$ cat config.mk
export PLATFORM = sky130hd
export DESIGN_NAME = uart_tx_buffer
export DESIGN_NICKNAME = d
export VERILOG_FILES = /design/src/rtl/uart_pkg.sv /design/src/rtl/sync_fifo.sv /design/src/rtl/uart_tx_buffer.sv
export SDC_FILE = /design/constraint.sdc
export NUM_CORES = 1
export LEC_CHECK = 0
export CAP_MARGIN = 10
export CORE_UTILIZATION = 50
export CTS_BUF_LIST = sky130_fd_sc_hd__clkbuf_8 sky130_fd_sc_hd__clkbuf_16
export DETAILED_ROUTE_END_ITERATION = 6
export GPL_ROUTABILITY_DRIVEN = 0
export PLACE_DENSITY = 0.66
export SYNTH_ARGS = -nofsm -noshare
export SYNTH_HDL_FRONTEND = slang
export SYNTH_SLANG_ARGS = --single-unit
export TNS_END_PERCENT = 50
$ cat constraint.sdc
create_clock -name clk -period 2.8 [get_ports clk]
set_clock_uncertainty 0.1 [all_clocks]
set_input_delay 0.28 -clock clk [delete_from_list [all_inputs] [get_ports clk]]
set_output_delay 0.28 -clock clk [all_outputs]
set_load 0.02 [all_outputs]
$ cat src/rtl/uart_pkg.sv
// uart_pkg: shared FSM encoding, framing constants and baud-divider helper for the UART TX path
package uart_pkg;
  typedef enum logic [1:0] {ST_IDLE, ST_START, ST_DATA, ST_STOP} uart_state_t;
  localparam int UART_DATA_BITS = 8;
  localparam logic UART_IDLE_LEVEL = 1'b1;
  function automatic int clks_per_bit(input int clk_freq, input int baud);
    return clk_freq / baud;
  endfunction
endpackage

$ cat src/rtl/sync_fifo.sv
// sync_fifo: single-clock first-word-fall-through FIFO with registered full/empty flags
module sync_fifo #(
  parameter int WIDTH = 8,
  parameter int DEPTH = 16
) (
  input  logic                   clk,
  input  logic                   rst_n,
  input  logic                   push,
  input  logic                   pop,
  input  logic [WIDTH-1:0]       din,
  output logic [WIDTH-1:0]       dout,
  output logic                   full,
  output logic                   empty,
  output logic [$clog2(DEPTH):0] count
);
  localparam int AW = $clog2(DEPTH);
  logic [WIDTH-1:0] r_mem [DEPTH];
  logic [AW-1:0] r_wr, r_rd;
  logic [AW:0] r_count, w_next;
  logic r_full, r_empty, w_push, w_pop;
  assign w_push = push && !r_full;
  assign w_pop = pop && !r_empty;
  assign w_next = (w_push && !w_pop) ? r_count + (AW+1)'(1) :
                  (w_pop && !w_push) ? r_count - (AW+1)'(1) : r_count;
  always_ff @(posedge clk or negedge rst_n) begin
    if (!rst_n) begin
      r_wr <= '0;
      r_rd <= '0;
      r_count <= '0;
      r_full <= 1'b0;
      r_empty <= 1'b1;
    end else begin
      if (w_push) r_wr <= r_wr + AW'(1);
      if (w_pop) r_rd <= r_rd + AW'(1);
      r_count <= w_next;
      r_full <= w_next == (AW+1)'(DEPTH);
      r_empty <= w_next == '0;
    end
  end
  always_ff @(posedge clk) begin
    if (w_push) r_mem[r_wr] <= din;
  end
  assign dout = r_mem[r_rd];
  assign full = r_full;
  assign empty = r_empty;
  assign count = r_count;
endmodule

$ cat src/rtl/uart_tx_buffer.sv
// uart_tx_buffer: buffers characters in a FIFO and serialises them as 8N1 UART frames, LSB first
module uart_tx_buffer
  import uart_pkg::*;
#(
  parameter int CLK_FREQ = 100_000_000,
  parameter int BAUD     = 115_200,
  parameter int DEPTH    = 16
) (
  input  logic                       clk,
  input  logic                       rst_n,
  input  logic [UART_DATA_BITS-1:0]  char_in,
  input  logic                       char_valid,
  output logic                       busy,
  output logic                       tx,
  output logic [$clog2(DEPTH):0]     fifo_count,
  output logic                       idle
);
  localparam int CPB = clks_per_bit(CLK_FREQ, BAUD);
  localparam int BW = $clog2(CPB);
  localparam logic [BW-1:0] LAST = BW'(CPB - 1);
  uart_state_t r_state;
  logic [BW-1:0] r_baud;
  logic [2:0] r_bit;
  logic [UART_DATA_BITS-1:0] r_shift;
  logic r_tx;
  logic [UART_DATA_BITS-1:0] w_head;
  logic w_pop, w_empty, w_full, w_tick;
  assign w_tick = r_baud == LAST;
  // The head is consumed both when leaving IDLE and when a stop bit rolls straight into the next start bit
  assign w_pop = !w_empty && (r_state == ST_IDLE || (r_state == ST_STOP && w_tick));
  sync_fifo #(.WIDTH(UART_DATA_BITS), .DEPTH(DEPTH)) u_fifo (
    .clk   (clk),
    .rst_n (rst_n),
    .push  (char_valid),
    .pop   (w_pop),
    .din   (char_in),
    .dout  (w_head),
    .full  (w_full),
    .empty (w_empty),
    .count (fifo_count)
  );
  always_ff @(posedge clk or negedge rst_n) begin
    if (!rst_n) begin
      r_state <= ST_IDLE;
      r_baud <= '0;
      r_bit <= '0;
      r_shift <= '0;
      r_tx <= UART_IDLE_LEVEL;
    end else begin
      case (r_state)
        ST_IDLE: if (!w_empty) begin
          r_shift <= w_head;
          r_tx <= 1'b0;
          r_baud <= '0;
          r_state <= ST_START;
        end
        ST_START: if (w_tick) begin
          r_baud <= '0;
          r_bit <= '0;
          r_tx <= r_shift[0];
          r_state <= ST_DATA;
        end else r_baud <= r_baud + BW'(1);
        ST_DATA: if (w_tick) begin
          r_baud <= '0;
          if (r_bit == 3'(UART_DATA_BITS - 1)) begin
            r_tx <= UART_IDLE_LEVEL;
            r_state <= ST_STOP;
          end else begin
            r_shift <= r_shift >> 1;
            r_tx <= r_shift[1];
            r_bit <= r_bit + 3'd1;
          end
        end else r_baud <= r_baud + BW'(1);
        ST_STOP: if (w_tick) begin
          r_baud <= '0;
          if (!w_empty) begin
            r_shift <= w_head;
            r_tx <= 1'b0;
            r_state <= ST_START;
          end else r_state <= ST_IDLE;
        end else r_baud <= r_baud + BW'(1);
        default: r_state <= ST_IDLE;
      endcase
    end
  end
  assign busy = w_full;
  assign tx = r_tx;
  assign idle = w_empty && r_state == ST_IDLE;
endmodule

==> flow_summary.yaml <==
global_routing:
  groute.usage.overall_pct: 20.0
  grt_use_met3_pct: 4.63
  overflow: 0
  grt_pass1_vias: 3735
  grt.busiest_layer: "met2"
  grt_pass1_wl_mm: 21.1
  grt.met2_usage_pct: 29.9
  grt_antenna_before_repair: 0
  grt_max_degree: 40
  met1_usage_pct: 28.4
clocking:
  h-tree-depth: 4
  cts.sinks: 167
  cts_resized: 0
  clk_latency_ps: 430
  root_buffer: "clkbuf_16"
  ctsHoldBuffers: 1
  cts_buffer_depth: 2
  post-cts-setup-buffers: 0
  cts_tree: "built"
  cts.clk_slew.worst_paths_ps: 60
  cts_buffers: 17
layout:
  nNetsFinal: 487
  diodes: 0
  drive_above_1_share_pct: 22.2
  fill_cells: 1017
  syn2layout_area_growth_pct: 14.6
  regArea_um2: 4820
  multi_input_area_um2: 2250
detailed_routing:
  final_antenna_net_count: 0
  drt-total-wl_mm: 13.4
  viasPerCell: 5.72
  dr_total_vias: 3735
  firstDrtPassIters: 4
  wl_per_cell_um: 20.5
  drc_errors: 0
  drt_iter0_drc: 223
sta:
  finalMaxSlewViolations: 0
  slew_headroom_pct: 37.5
  tns_ps: 0
  post-route-period-util_pct: 90.9
  hold_viol: 0
  fin_crit_ps: 2550
  worst_pin_slew_ps: 938
  setup_violations: 0
  max_freq_ghz: 0.393
  rsz0062_at_grt: "no"
synth:
  synthArstFlopShare_pct: 23.4
  synth_ff_type: "edfxtp_1"
  synth_edf_count: 128
  synth_top_cell_by_area: "edfxtp_1"
  synth_nets: 450
  synthCells: 423
  ys_seq_area_share_pct: 67.0
  synth_cell_types: 49
  synth.top_cell.area_share_pct: 53.4
  synth_warnings: 0
  synth-seq-cells: 167
  synthTopCellsByArea: "edfxtp_1 (53%), dfrtp_1 (13%), mux4_2 (11%)"
  syn_area_per_cell_um2: 17.0
  syn_area_um2: 7190
place:
  dp_hpwl_mm: 8.73
  portBuffers: 18
worst_hold_path:
  holdPathEnd: "tx$_DFFE_PN1P_"
  min_from: "tx$_DFFE_PN1P_"
  min_path_type: "flip-flop to flip-flop"
  hold_depth: 2
setup_path:
  regToRegEndpoint: "r_shift[0]$_DFFE_PN0P_"
  worstSetupStartpoint: "r_state[0]$_DFFE_PN0P_"
  crit_type: "flip-flop to output port"
  r2r_setup_slack_ps: 300
  worstSetupStartpointType: "flip-flop"
  r2r_start: "r_baud[0]$_DFFE_PN0N_"
  crit_arrival_ps: 2170
  ff2ff_path_depth: 6
  crit_fanout: 7
  worst_setup_path_end_kind: "output port"
  crit_required_ps: 2420
power_and_ir_drop:
  p_comb_share_pct: 33.4
  power_frac_clock_pct: 27.4
  power_frac_seq_pct: 39.2
  irDropWorstVdd_mv: 0.587
  p_per_area_nw_per_um2: 1050
  switching_share_pct: 31.1
  p_total_mw: 8.67
  p_int_mw: 5.98
  total_leakage_power_nw: 2.98
  p_sw_mw: 2.69
job:
  drv_cap: 0
floorplanning:
  ioPinCount: 19
  start_util_pct: 51.6
  die_w_um: 122
  die_area_um2: 14900
  die_h_um: 122
  rows: 43
  coreArea_um2: 13900
outcome:
  outcome: "complete, no violations"
-- synth_stat cells, drive strengths merged, types with 5 or more instances --
cell	n
mux4	34
nor3	11
edfxtp	128
dfrtp	37
a22o	5
mux2	16
nand2	24
xor2	8
mux2i	10
nor2	23
and2	16
xnor2	10
inv	10
nand4	8
clkbuf	6
o21ai	7
buf	9
a221o	6
ha	16
-- metal layers --
metal  share of wire, %  vias up
met3                2.5       16
met5                  0        -
met4                1.5        0
met1                 49     1943
li1                   -     1719
met2                 47       57
-- how the worst max path moves through the flow --
| stage | end | slack [ps] | cells past startpoint |
|---|---|---|---|
| finish | idle | 250 | 6 |
| detailed placement | r_shift[3]$_DFFE_PN0P_ | 300 | 6 |
| floorplan | r_shift[0]$_DFFE_PN0P_ | 590 | 6 |
| CTS | idle | 220 | 6 |
| global route | r_shift[6]$_DFFE_PN0P_ | 70 | 6 |
| global placement | r_shift[2]$_DFFE_PN0P_ | 380 | 6 |
-- area by class of cell --
class / count / area share [%]
Clock buffer: 17 / 5.16
Clock inverter: 15 / 2.14
Inverter: 11 / 0.501
Multi-Input combinational cell: 230 / 27.3
Sequential cell: 167 / 58.5
Tap cell: 180 / 2.73
Timing Repair Buffer: 33 / 3.67
-- critical path, stage by stage (launching register included) --
cell and delay (ps):
dfrtp_1 440, inv_1 110, ha_1 240, nand2_1 160, clkinv_1 100, buf_4 160, clkdlybuf4s50_1 530
-- cells by family (layout without fill, tap and decap cells) --
| logic type | count (synthesis) | in the layout | share of synthesized area (%) |
|---|---|---|---|
| AOI/OAI and AO/OA | 31 | 31 | 3.76 |
| xor gates and xnor gates | 18 | 18 | 2.30 |
| adders and majority gates | 18 | 18 | 3.06 |
| buffers and inverters | 26 | 76 | 1.74 |
| DFF | 167 | 167 | 67.0 |
| muxes | 60 | 60 | 14.5 |
| and+or+nand+nor | 103 | 103 | 7.58 |
-- per-stage QoR --
stage,hold WS (ps),setup slack [ps],area (µm²),util (%),std cells
final,397,255,8240,59.1,653
after global routing,422,65.3,8240,59.1,653
after floorplan,-116,587,7190,-,423
after detailed placement,369,296,7630,54.8,620
after CTS,401,224,8240,59.1,653
after global placement,358,377,7630,54.8,620
-- flip-flops by register name, summed over array words and instances, names as in the netlist --
| register | count |
|---|---|
| r_state | 2 |
| u_fifo.r_wr | 4 |
| u_fifo.r_rd | 4 |
| u_fifo.empty | 1 |
| r_baud | 10 |
| u_fifo.count | 5 |
| u_fifo.full | 1 |
| tx | 1 |
| r_bit | 3 |
| r_shift | 8 |
| u_fifo.r_mem | 128 |
-- cell usage in the layout, fill, tap and decap left out, types with 3 or more instances in the layout --
cell               n
edfxtp_1         128
dfrtp_1           36
mux4_2            34
nand2_1           24
nor2_1            23
clkbuf_16         17
clkdlybuf4s50_1   17
and2_1            16
mux2_2            16
ha_1              16
buf_4             13
inv_1             11
mux2i_1           10
xnor2_1            9
nor3_1             9
nand4_1            8
xor2_1             8
o21ai_0            7
a221o_1            6
a22o_1             5
nor2b_1            3
nand2b_1           3
nor3b_1            3
nand3_1            3
clkinv_2           3
inv_6              3
clkinv_4           3
bufinv_16          3
-- power by group through the flow --
stage	Combinational [mW]	Sequential, mW	Clock (mW)
floorplan	2.15	3.40	0
global placement	2.85	3.42	0
detailed placement	2.92	3.45	0
CTS	2.94	3.40	2.41
global route	3.17	3.45	2.50
finish	2.90	3.40	2.37
Power figures use the tool's default switching activity.
